[src/rtl/shift_reg_unit_if.sv]
// Command/result bundle between the multicycle control unit and the iterative shifter.
// The control unit is the master: it drives the command, load value and amount, and watches busy/done.
interface shift_reg_unit_if;
   logic [2:0]  w_ShiftCtrl;
   logic [31:0] w_ShiftIn;
   logic [4:0]  w_ShiftN;
   logic [31:0] w_ShiftReg;
   logic        w_ShiftBusy;
   logic        w_ShiftDone;

   modport master (
      output w_ShiftCtrl,
      output w_ShiftIn,
      output w_ShiftN,
      input  w_ShiftReg,
      input  w_ShiftBusy,
      input  w_ShiftDone
   );

   modport slave (
      input  w_ShiftCtrl,
      input  w_ShiftIn,
      input  w_ShiftN,
      output w_ShiftReg,
      output w_ShiftBusy,
      output w_ShiftDone
   );
endinterface

[src/rtl/shift_reg_unit.sv]
// Iterative 32-bit shifter/rotator, one bit per cycle; LOAD latency 1, shift by N takes N+1 busy cycles.
// No backpressure: commands are only accepted in IDLE and ignored while busy or in the DONE pulse cycle.
module shift_reg_unit (
   input  logic             clk,
   input  logic             reset,
   shift_reg_unit_if.slave  sif
);

   localparam logic [2:0] CMD_NOP  = 3'b000;
   localparam logic [2:0] CMD_LOAD = 3'b001;
   localparam logic [2:0] CMD_SLL  = 3'b010;
   localparam logic [2:0] CMD_SRL  = 3'b011;
   localparam logic [2:0] CMD_SRA  = 3'b100;
   localparam logic [2:0] CMD_ROR  = 3'b101;
   localparam logic [2:0] CMD_ROL  = 3'b110;

   typedef enum logic [1:0] {
      ST_IDLE  = 2'd0,
      ST_SHIFT = 2'd1,
      ST_DONE  = 2'd2
   } state_t;

   state_t      state_q;
   logic [31:0] d_q;
   logic [4:0]  a_q;
   logic [4:0]  c_q;
   logic [2:0]  op_q;
   logic        busy_q;
   logic        done_q;

   function automatic logic [31:0] one_step(input logic [31:0] d, input logic [2:0] op);
      logic [31:0] r;
      case (op)
         CMD_SLL: r = {d[30:0], 1'b0};
         CMD_SRL: r = {1'b0, d[31:1]};
         CMD_SRA: r = {d[31], d[31:1]};
         CMD_ROR: r = {d[0], d[31:1]};
         CMD_ROL: r = {d[30:0], d[31]};
         default: r = d;
      endcase
      return r;
   endfunction

   logic is_shift_cmd;
   assign is_shift_cmd = (sif.w_ShiftCtrl >= CMD_SLL) && (sif.w_ShiftCtrl <= CMD_ROL);

   always_ff @(posedge clk) begin
      if (!reset) begin
         state_q <= ST_IDLE;
         d_q     <= '0;
         a_q     <= '0;
         c_q     <= '0;
         op_q    <= CMD_NOP;
         busy_q  <= 1'b0;
         done_q  <= 1'b0;
      end else begin
         case (state_q)
            ST_IDLE: begin
               if (sif.w_ShiftCtrl == CMD_LOAD) begin
                  d_q <= sif.w_ShiftIn;
                  a_q <= sif.w_ShiftN;
               end else if (is_shift_cmd) begin
                  busy_q <= 1'b1;
                  if (a_q != 5'd0) begin
                     op_q    <= sif.w_ShiftCtrl;
                     c_q     <= a_q;
                     state_q <= ST_SHIFT;
                  end else begin
                     // Zero amount: nothing to step, go straight to the done pulse.
                     done_q  <= 1'b1;
                     state_q <= ST_DONE;
                  end
               end
            end
            ST_SHIFT: begin
               d_q <= one_step(d_q, op_q);
               c_q <= c_q - 5'd1;
               if (c_q == 5'd1) begin
                  done_q  <= 1'b1;
                  state_q <= ST_DONE;
               end
            end
            ST_DONE: begin
               busy_q  <= 1'b0;
               done_q  <= 1'b0;
               state_q <= ST_IDLE;
            end
            default: begin
               busy_q  <= 1'b0;
               done_q  <= 1'b0;
               state_q <= ST_IDLE;
            end
         endcase
      end
   end

   assign sif.w_ShiftReg  = d_q;
   assign sif.w_ShiftBusy = busy_q;
   assign sif.w_ShiftDone = done_q;

endmodule

[src/flat_wrapper.sv]
// flat-port wrapper written by rule: the top's interface ports become plain ports
module shift_reg_unit_flat 
  (clk, reset, sif_w_ShiftCtrl, sif_w_ShiftIn, sif_w_ShiftN, sif_w_ShiftReg, sif_w_ShiftBusy, sif_w_ShiftDone);
  shift_reg_unit_if sif_i ();
  input  logic clk;
  input  logic reset;
  input wire logic [$bits(sif_i.w_ShiftCtrl)-1:0] sif_w_ShiftCtrl;
  input wire logic [$bits(sif_i.w_ShiftIn)-1:0] sif_w_ShiftIn;
  input wire logic [$bits(sif_i.w_ShiftN)-1:0] sif_w_ShiftN;
  output wire logic [$bits(sif_i.w_ShiftReg)-1:0] sif_w_ShiftReg;
  output wire logic [$bits(sif_i.w_ShiftBusy)-1:0] sif_w_ShiftBusy;
  output wire logic [$bits(sif_i.w_ShiftDone)-1:0] sif_w_ShiftDone;
  assign sif_i.w_ShiftCtrl = sif_w_ShiftCtrl;
  assign sif_i.w_ShiftIn = sif_w_ShiftIn;
  assign sif_i.w_ShiftN = sif_w_ShiftN;
  assign sif_w_ShiftReg = sif_i.w_ShiftReg;
  assign sif_w_ShiftBusy = sif_i.w_ShiftBusy;
  assign sif_w_ShiftDone = sif_i.w_ShiftDone;
  shift_reg_unit u_core (.clk(clk), .reset(reset), .sif(sif_i));
endmodule
[config.mk]
export PLATFORM = sky130hd
export DESIGN_NAME = shift_reg_unit_flat
export DESIGN_NICKNAME = d
export VERILOG_FILES = /design/src/rtl/shift_reg_unit_if.sv /design/src/rtl/shift_reg_unit.sv /design/src/flat_wrapper.sv
export SDC_FILE = /design/constraint.sdc
export NUM_CORES = 1
export LEC_CHECK = 0
export ABC_AREA = 1
export ABC_CLOCK_PERIOD_IN_PS = 2600
export CAP_MARGIN = 20
export CORE_MARGIN = 2
export CORE_UTILIZATION = 53
export CTS_BUF_LIST = sky130_fd_sc_hd__clkbuf_4 sky130_fd_sc_hd__clkbuf_8 sky130_fd_sc_hd__clkbuf_16
export DETAILED_ROUTE_END_ITERATION = 8
export PLACE_DENSITY = 0.86
export SLEW_MARGIN = 20
export SYNTH_ARGS = -nofsm -noshare
export SYNTH_HDL_FRONTEND = slang
export SYNTH_SLANG_ARGS = --single-unit
[constraint.sdc]
create_clock -name clk -period 2.6 [get_ports clk]
set_clock_uncertainty 0.05 [all_clocks]
set_input_delay 0.39 -clock clk [delete_from_list [all_inputs] [get_ports clk]]
set_output_delay 0.39 -clock clk [all_outputs]
set_load 0.01 [all_outputs]
==> results of run 1 <==
==> cell families (layout without fill, tap and decap cells) <==
| group | count (synthesis) | count (layout) | share of synthesized area |
|---|---|---|---|
| flops | 49 | 49 | 0.334 |
| fa+ha+maj | 2 | 2 | 0.00853 |
| simple gates | 292 | 292 | 0.426 |
| buf+inv | 54 | 116 | 0.0922 |
| compound gates | 60 | 60 | 0.139 |
==> flip-flops by register name, indices dropped and copies added, names as in the netlist <==
signal                  flops
u_core.c_q                  5
u_core.state_q              2
u_core.op_q                 3
u_core.sif.w_ShiftBusy      1
u_core.a_q                  5
u_core.sif.w_ShiftDone      1
u_core.sif.w_ShiftReg      32
==> final cells by class <==
class	count	area (µm²)
Multi-Input combinational cell	354	1680
Fill cell	492	1680
Sequential cell	49	981
Timing Repair Buffer	86	846
Inverter	24	90.1
Tap cell	72	90.1
Clock buffer	5	68.8
Clock inverter	1	5.00
==> through the flow <==
step | area (µm²) | std cells | total power [mW]
final | 3760 | 591 | 3.22
after global routing | 3760 | 591 | 3.50
after CTS | 3760 | 591 | 3.23
after detailed placement | 3690 | 585 | 2.82
after global placement | 3690 | 585 | 2.76
after floorplan | 2930 | 457 | 2.31
==> power breakdown <==
group / switching, mW / total (mW) / leakage, nW / internal, mW
logic: 0.943 / 1.66 / 0.949 / 0.713
registers: 0.208 / 1.15 / 0.401 / 0.943
clock network: 0.237 / 0.415 / 0.0399 / 0.178
total: 1.39 / 3.22 / 1.39 / 1.83
==> per-layer routing <==
| metal | vias to the layer above | track usage | part of all wire |
|---|---|---|---|
| li1 | 1602 | - | - |
| met1 | 1424 | 0.313 | 0.45 |
| met2 | 102 | 0.407 | 0.49 |
| met3 | 11 | 0.0402 | 0.052 |
| met4 | 0 | 0.0877 | 0.014 |
| met5 | - | 0 | 0 |
==> layout by cell type, fill, tap and decap left out <==
| cell type | netlist | final |
|---|---|---|
| a21oi_1 | 17 | 17 |
| a21oi_2 | 24 | 24 |
| buf_12 | 0 | 1 |
| buf_4 | 1 | 10 |
| clkbuf_8 | 0 | 5 |
| clkdlybuf4s50_1 | 0 | 75 |
| clkinv_2 | 0 | 1 |
| dfxtp_1 | 49 | 49 |
| ha_1 | 2 | 2 |
| inv_1 | 21 | 21 |
| inv_2 | 3 | 3 |
| nand2_1 | 114 | 114 |
| nand2_2 | 11 | 11 |
| nand3_1 | 76 | 76 |
| nand3_2 | 1 | 1 |
| nand4_1 | 4 | 4 |
| nor2_1 | 81 | 81 |
| nor2_2 | 1 | 1 |
| nor2_4 | 1 | 1 |
| nor3_1 | 2 | 2 |
| o21ai_0 | 16 | 16 |
| o21ai_2 | 1 | 1 |
| o21ai_4 | 1 | 1 |
| o22ai_1 | 1 | 1 |
| or2_2 | 1 | 1 |
==> worst max-delay path by stage <==
stage                                start                                endpoint  slack [ps]
2_1_floorplan  u_core.op_q[2]$_SDFFE_PN0P_  u_core.sif.w_ShiftReg[10]$_SDFFE_PN0P_        1190
3_3_place_gp            sif_w_ShiftCtrl[2]  u_core.sif.w_ShiftReg[20]$_SDFFE_PN0P_         580
3_5_place_dp            sif_w_ShiftCtrl[1]  u_core.sif.w_ShiftReg[15]$_SDFFE_PN0P_         520
4_1_cts        u_core.op_q[2]$_SDFFE_PN0P_  u_core.sif.w_ShiftReg[24]$_SDFFE_PN0P_         770
5_1_grt        u_core.op_q[2]$_SDFFE_PN0P_  u_core.sif.w_ShiftReg[24]$_SDFFE_PN0P_         610
6_report       u_core.op_q[2]$_SDFFE_PN0P_  u_core.sif.w_ShiftReg[24]$_SDFFE_PN0P_         780
==> critical path: stages (launching register included) <==
cell,delay [ps]
dfxtp_1,480
nand2_1,340
nand2_1,190
buf_4,320
nand2_1,100
nand3_1,80
nand2_1,70
a21oi_2,120
==> summary.md, run 1 <==
| Metric | Value |
|---|---|
| Status | `complete, no violations` |
| Port Buffers | `75` |
| Vias in the first global route | `2,831` |
| Clk sink count | `49` |
| CP Data Required Time | `2780 ps` |
| FF-to-FF Start | `u_core.op_q[2]$_SDFFE_PN0P_` |
| Initial core utilization | `0.539` |
| Synth cell count leaders | `114 x nand2_1, 81 x nor2_1, 76 x nand3_1` |
| Setup TNS | `0 ps` |
| Post-CTS Setup Inserts | `0` |
| Post-Syn Area per Cell | `6.42 µm²` |
| Final core utilization | `0.692` |
| Core area | `5440 µm²` |
| Yosys cell types | `26` |
| Synth area leaders | `dfxtp_1 33%, nand2_1 15%, nand3_1 13%` |
| Slew headroom | `0.674` |
| Fmax | `548 MHz` |
| CP max FO | `30` |
| CP endpoint kind | `register` |
| Cts repair resizes | `0` |
| DR pass1 iterations | `4` |
| Worst-margin pin slew | `487 ps` |
| Core Rows | `27` |
| DRC viols | `0` |
| Die area | `6140 µm²` |
| CTS buffer count | `5` |
| Syn_nets | `501` |
| Max IR drop VDD | `0.557 mV` |
| HPWL Detailed | `5240 µm` |
| PnR worst setup slack | `776 ps` |
| #FFs+latches synth | `49` |
| Critical path class | `register to register` |
| Power Dens Cells | `856 nW/µm²` |
| R2R Path End | `u_core.sif.w_ShiftReg[24]$_SDFFE_PN0P_` |
| Dominant cell by count in the synthesized netlist | `nand2_1` |
| Area Overhead vs Synth | `28.3%` |
| Die height | `78.4 µm` |
| Max-cap violations | `0` |
| # diodes | `0` |
| Hold Crit Depth | `2` |
| Remaining global-route overflow | `0` |
| Mapped Area | `2930 µm²` |
| Final Max Tran Viols | `0` |
| Initial antenna violation count | `0` |
| Sequential cell area fraction in the yosys report | `0.334` |
| Main synth FF type | `dfxtp_1` |
| DR iter-0 viols | `177` |
| Worst hold slack | `421 ps` |
| Root Driver | `clkbuf_8` |
| Final setup fails | `0` |
| RSZ-0062 raised after global routing | `false` |
| DP Worst Slack | `519 ps` |
| WHS Endpoint | `u_core.a_q[2]$_SDFFE_PN0P_` |
| Worst path arrival time | `2010 ps` |
| Top-Level Pins | `76` |
| Yosys warns | `0` |
| Layout cells sized above 1 | `0.118` |
| Chip Width | `78.4 µm` |
| Vias | `3,139` |
| Via-per-instance ratio | `5.31` |
| RD Place Congestion | `0.829` |
| Area leader, netlist | `dfxtp_1` |
| Path type of the worst min-delay path | `register to register` |
| Synth top area share | `0.334` |
| Mapped Cells | `457` |
| Period Utilization, post-route | `0.702` |
| P_leak | `1.39 nW` |
| FFs w/ async S/R, synth | `0` |
| Final min period | `1820 ps` |
| Final Hold Vio Count | `0` |
| CTS tree | `built` |
| First-pass GRT wire length | `12,300 µm` |
| Post-synth EDFFs | `0` |
| Clock transition at path regs | `80 ps` |
| Antenna Nets Post-Route | `0` |
| Hold_buf cts | `0` |
| Longest Clk Path Bufs | `2` |
| Overall Global Routing Usage | `0.242` |
| Worst-skew pair later-pin latency | `300 ps` |
| Level count of the clock H-tree | `2` |
| Layout Nets | `564` |
| Largest net degree at the start of global routing | `38` |
| Drt wl/cell | `12.4 µm` |
| Hold Crit Start | `u_core.a_q[2]$_SDFFE_PN0P_` |
| Worst setup SP type | `register` |
| Drt total wl | `7320 µm` |
| Reg2reg setup slack | `780 ps` |
| Worst r2r path cells | `7` |
(Power assumes the default switching activity.)
==> run 2: changes to the inputs <==
--- a/config.mk
+++ b/config.mk
@@ -6,13 +6,13 @@
 export NUM_CORES = 1
 export LEC_CHECK = 0
 export ABC_AREA = 1
-export ABC_CLOCK_PERIOD_IN_PS = 2600
+export ABC_CLOCK_PERIOD_IN_PS = 1530
 export CAP_MARGIN = 20
 export CORE_MARGIN = 2
-export CORE_UTILIZATION = 53
+export CORE_UTILIZATION = 44
 export CTS_BUF_LIST = sky130_fd_sc_hd__clkbuf_4 sky130_fd_sc_hd__clkbuf_8 sky130_fd_sc_hd__clkbuf_16
 export DETAILED_ROUTE_END_ITERATION = 8
-export PLACE_DENSITY = 0.86
+export PLACE_DENSITY = 0.76
 export SLEW_MARGIN = 20
 export SYNTH_ARGS = -nofsm -noshare
 export SYNTH_HDL_FRONTEND = slang
==> constraint.sdc (replaced) <==
create_clock -name clk -period 1.53 [get_ports clk]
set_clock_uncertainty 0.05 [all_clocks]
set_input_delay 0.2295 -clock clk [delete_from_list [all_inputs] [get_ports clk]]
set_output_delay 0.2295 -clock clk [all_outputs]
set_load 0.01 [all_outputs]
==> run 2 against run 1 <==
Compared with the run above: register-to-register slack got worse by 750 ps; combinational power rose by 110%; routed wire length rose by 15%; power rose by 100%; non-clock buffer count rose by 20; flip-flop and latch count did not move; highest routed layer unchanged; first-iteration DRC count rose by 28%; clock power rose by 140%; via count rose by 4.9%; setup slack got worse by 760 ps; critical path type is now register to primary output.
==> summary.md, run 2 (synthesis results as in run 1) <==
| Metric | Value |
|---|---|
| Level count of the clock H-tree | `2 (unchanged)` |
| Top-Level Pins | `76 (unchanged)` |
| Largest net degree at the start of global routing | `34 (-11%)` |
| Antenna Nets Post-Route | `0 (unchanged)` |
| Crit path buf inv count | `1 (unchanged)` |
| Via-per-instance ratio | `5.32 (+0.16%)` |
| Worst-skew pair later-pin latency | `310 ps (about the same)` |
| Max IR drop VDD | `0.844 mV (+51%)` |
| Crit path max-delay cell type | `clkdlybuf4s50_1` |
| Core area | `6390 µm² (+17%)` |
| # diodes | `0 (unchanged)` |
| Path type of the worst min-delay path | `input pin to register` |
| Period Utilization, post-route | `0.987` |
| Fin cells | `619 (+4.7%)` |
| Placed cells | `602 (+2.9%)` |
| Clock transition at path regs | `90 ps (about the same)` |
| Drt wl/cell | `13.6 µm (+10%)` |
| Chip Width | `85.6 µm (+9.2%)` |
| DRC viols | `0 (unchanged)` |
| Die area | `7330 µm² (+19%)` |
| Worst-margin pin slew | `320 ps (-167 ps)` |
| Initial core utilization | `0.459 (-0.0800)` |
| Hold_buf cts | `0 (unchanged)` |
| Core Rows | `29 (+7.4%)` |
| Critical path cell sequence | `clkdlybuf4s50_1` |
| DP Worst Slack | `-263 ps (-782 ps)` |
| Layout cells sized above 1 | `0.251 (+0.133)` |
| Die height | `85.6 µm (+9.2%)` |
| Final Hold Vio Count | `0 (unchanged)` |
| RD Place Congestion | `0.854 (+3.0%)` |
| Power Dens Cells | `1520 nW/µm² (+77%)` |
| Worst Setup EP | `sif_w_ShiftReg[6]` |
| Worst setup SP type | `register` |
| First-pass GRT wire length | `13,100 µm (+6.3%)` |
| Vias in the first global route | `2,920 (+3.1%)` |
| Area Overhead vs Synth | `46.2%` |
| Commonest non-fill, non-tap cell in the layout | `nand2_1` |
| Final core utilization | `0.671 (-0.0203)` |
| Worst path arrival time | `1230 ps (-780 ps)` |
| Initial antenna violation count | `0 (unchanged)` |
| Final min period | `1510 ps` |
| PnR worst setup slack | `20.4 ps (-756 ps)` |
| Max-cap violations | `0 (unchanged)` |
| Clk sink count | `49 (unchanged)` |
| CTS tree | `built` |
| Overall Global Routing Usage | `0.213 (-0.0289)` |
| Crit. path cell count | `1 (-6)` |
| CTS buffer count | `5 (unchanged)` |
| P_leak | `1.88 nW (+35%)` |
| Final total power | `6.50 mW (+100%)` |
| Final instance area | `4290 µm² (+14%)` |
| Crit-path max cell delay | `550 ps (+70 ps)` |
| R2R Path End | `u_core.sif.w_ShiftReg[6]$_SDFFE_PN0P_` |
| Setup TNS | `0 ps (unchanged)` |
| CP max FO | `4 (-87%)` |
| Commonest cells after routing, fill and taps aside | `109 x nand2_1, 74 x nand3_1, 63 x nor2_1` |
| Largest delay contributor family on the critical path | `buffers and inverters` |
| RSZ-0062 raised after global routing | `true` |
| DR pass1 iterations | `5 (+1)` |
| Vias | `3,293 (+4.9%)` |
| HPWL Detailed | `5400 µm (+3.1%)` |
| Status | `complete, no violations` |
| Longest Clk Path Bufs | `2 (unchanged)` |
| Hold Crit Depth | `3 (+1)` |
| Final Max Tran Viols | `0 (unchanged)` |
| Port Buffers | `75 (unchanged)` |
| FF-to-FF Start | `u_core.state_q[0]$_SDFFE_PN0P_` |
| Critical path origin | `u_core.sif.w_ShiftReg[6]$_SDFFE_PN0P_` |
| Remaining global-route overflow | `0 (unchanged)` |
| Reg2reg setup slack | `30 ps (-750 ps)` |
| Slew headroom | `0.785 (+0.111)` |
| Critical path class | `register to primary output` |
| Drt total wl | `8440 µm (+15%)` |
| Max FFs per register | `32 (unchanged)` |
| CP endpoint kind | `primary output` |
| Post-DP Area | `3850 µm² (+4.3%)` |
| Fmax | `662 MHz` |
| Layout Nets | `585 (+3.7%)` |
| Root Driver | `clkbuf_8` |
| Worst r2r path cells | `10 (+3)` |
| Final setup fails | `0 (unchanged)` |
| Worst hold slack | `226 ps (-195 ps)` |
| DR iter-0 viols | `227 (+28%)` |
| CP Data Required Time | `1250 ps (-1530 ps)` |
## run 2: final cells by class
class | count | area [µm²]
clock inverter | 2 | 37.5
timing repair buffer | 106 | 1170
sequential | 49 | 1020
clock buffer | 6 | 82.6
multi-input combinational | 355 | 1800
inverter | 24 | 90.1
tap | 77 | 96.3
fill | 544 | 2100
## run 2: repair_timing
item	CTS	global route
endpoints found under the hold margin	0	0
setup buffers	0	4
gates resized for setup	29	64
cloned	0	5
pin swaps	0	12
setup endpoints to repair	38	59
## run 2: worst min-delay path by stage
stage	from	end	slack (ps)
floorplan	sif_w_ShiftCtrl[1]	u_core.op_q[1]$_SDFFE_PN0P_	310
global placement	u_core.a_q[2]$_SDFFE_PN0P_	u_core.a_q[2]$_SDFFE_PN0P_	400
detailed placement	u_core.sif.w_ShiftBusy$_SDFFE_PN0P_	u_core.sif.w_ShiftBusy$_SDFFE_PN0P_	400
CTS	u_core.sif.w_ShiftBusy$_SDFFE_PN0P_	u_core.sif.w_ShiftBusy$_SDFFE_PN0P_	420
global route	sif_w_ShiftCtrl[2]	u_core.op_q[2]$_SDFFE_PN0P_	250
finish	sif_w_ShiftCtrl[2]	u_core.op_q[2]$_SDFFE_PN0P_	230
## run 2: layer usage
metal,vias up,global-route usage,share of wire
li1,1652,-,-
met1,1521,0.279,0.43
met2,108,0.362,0.50
met3,12,0.0375,0.055
met4,0,0.0577,0.016
met5,-,0,0
## run 2: power by group
| part | switching, mW | internal (mW) |
|---|---|---|
| Clock | 0.459 | 0.532 |
| Combinational | 1.87 | 1.65 |
| Sequential | 0.354 | 1.64 |
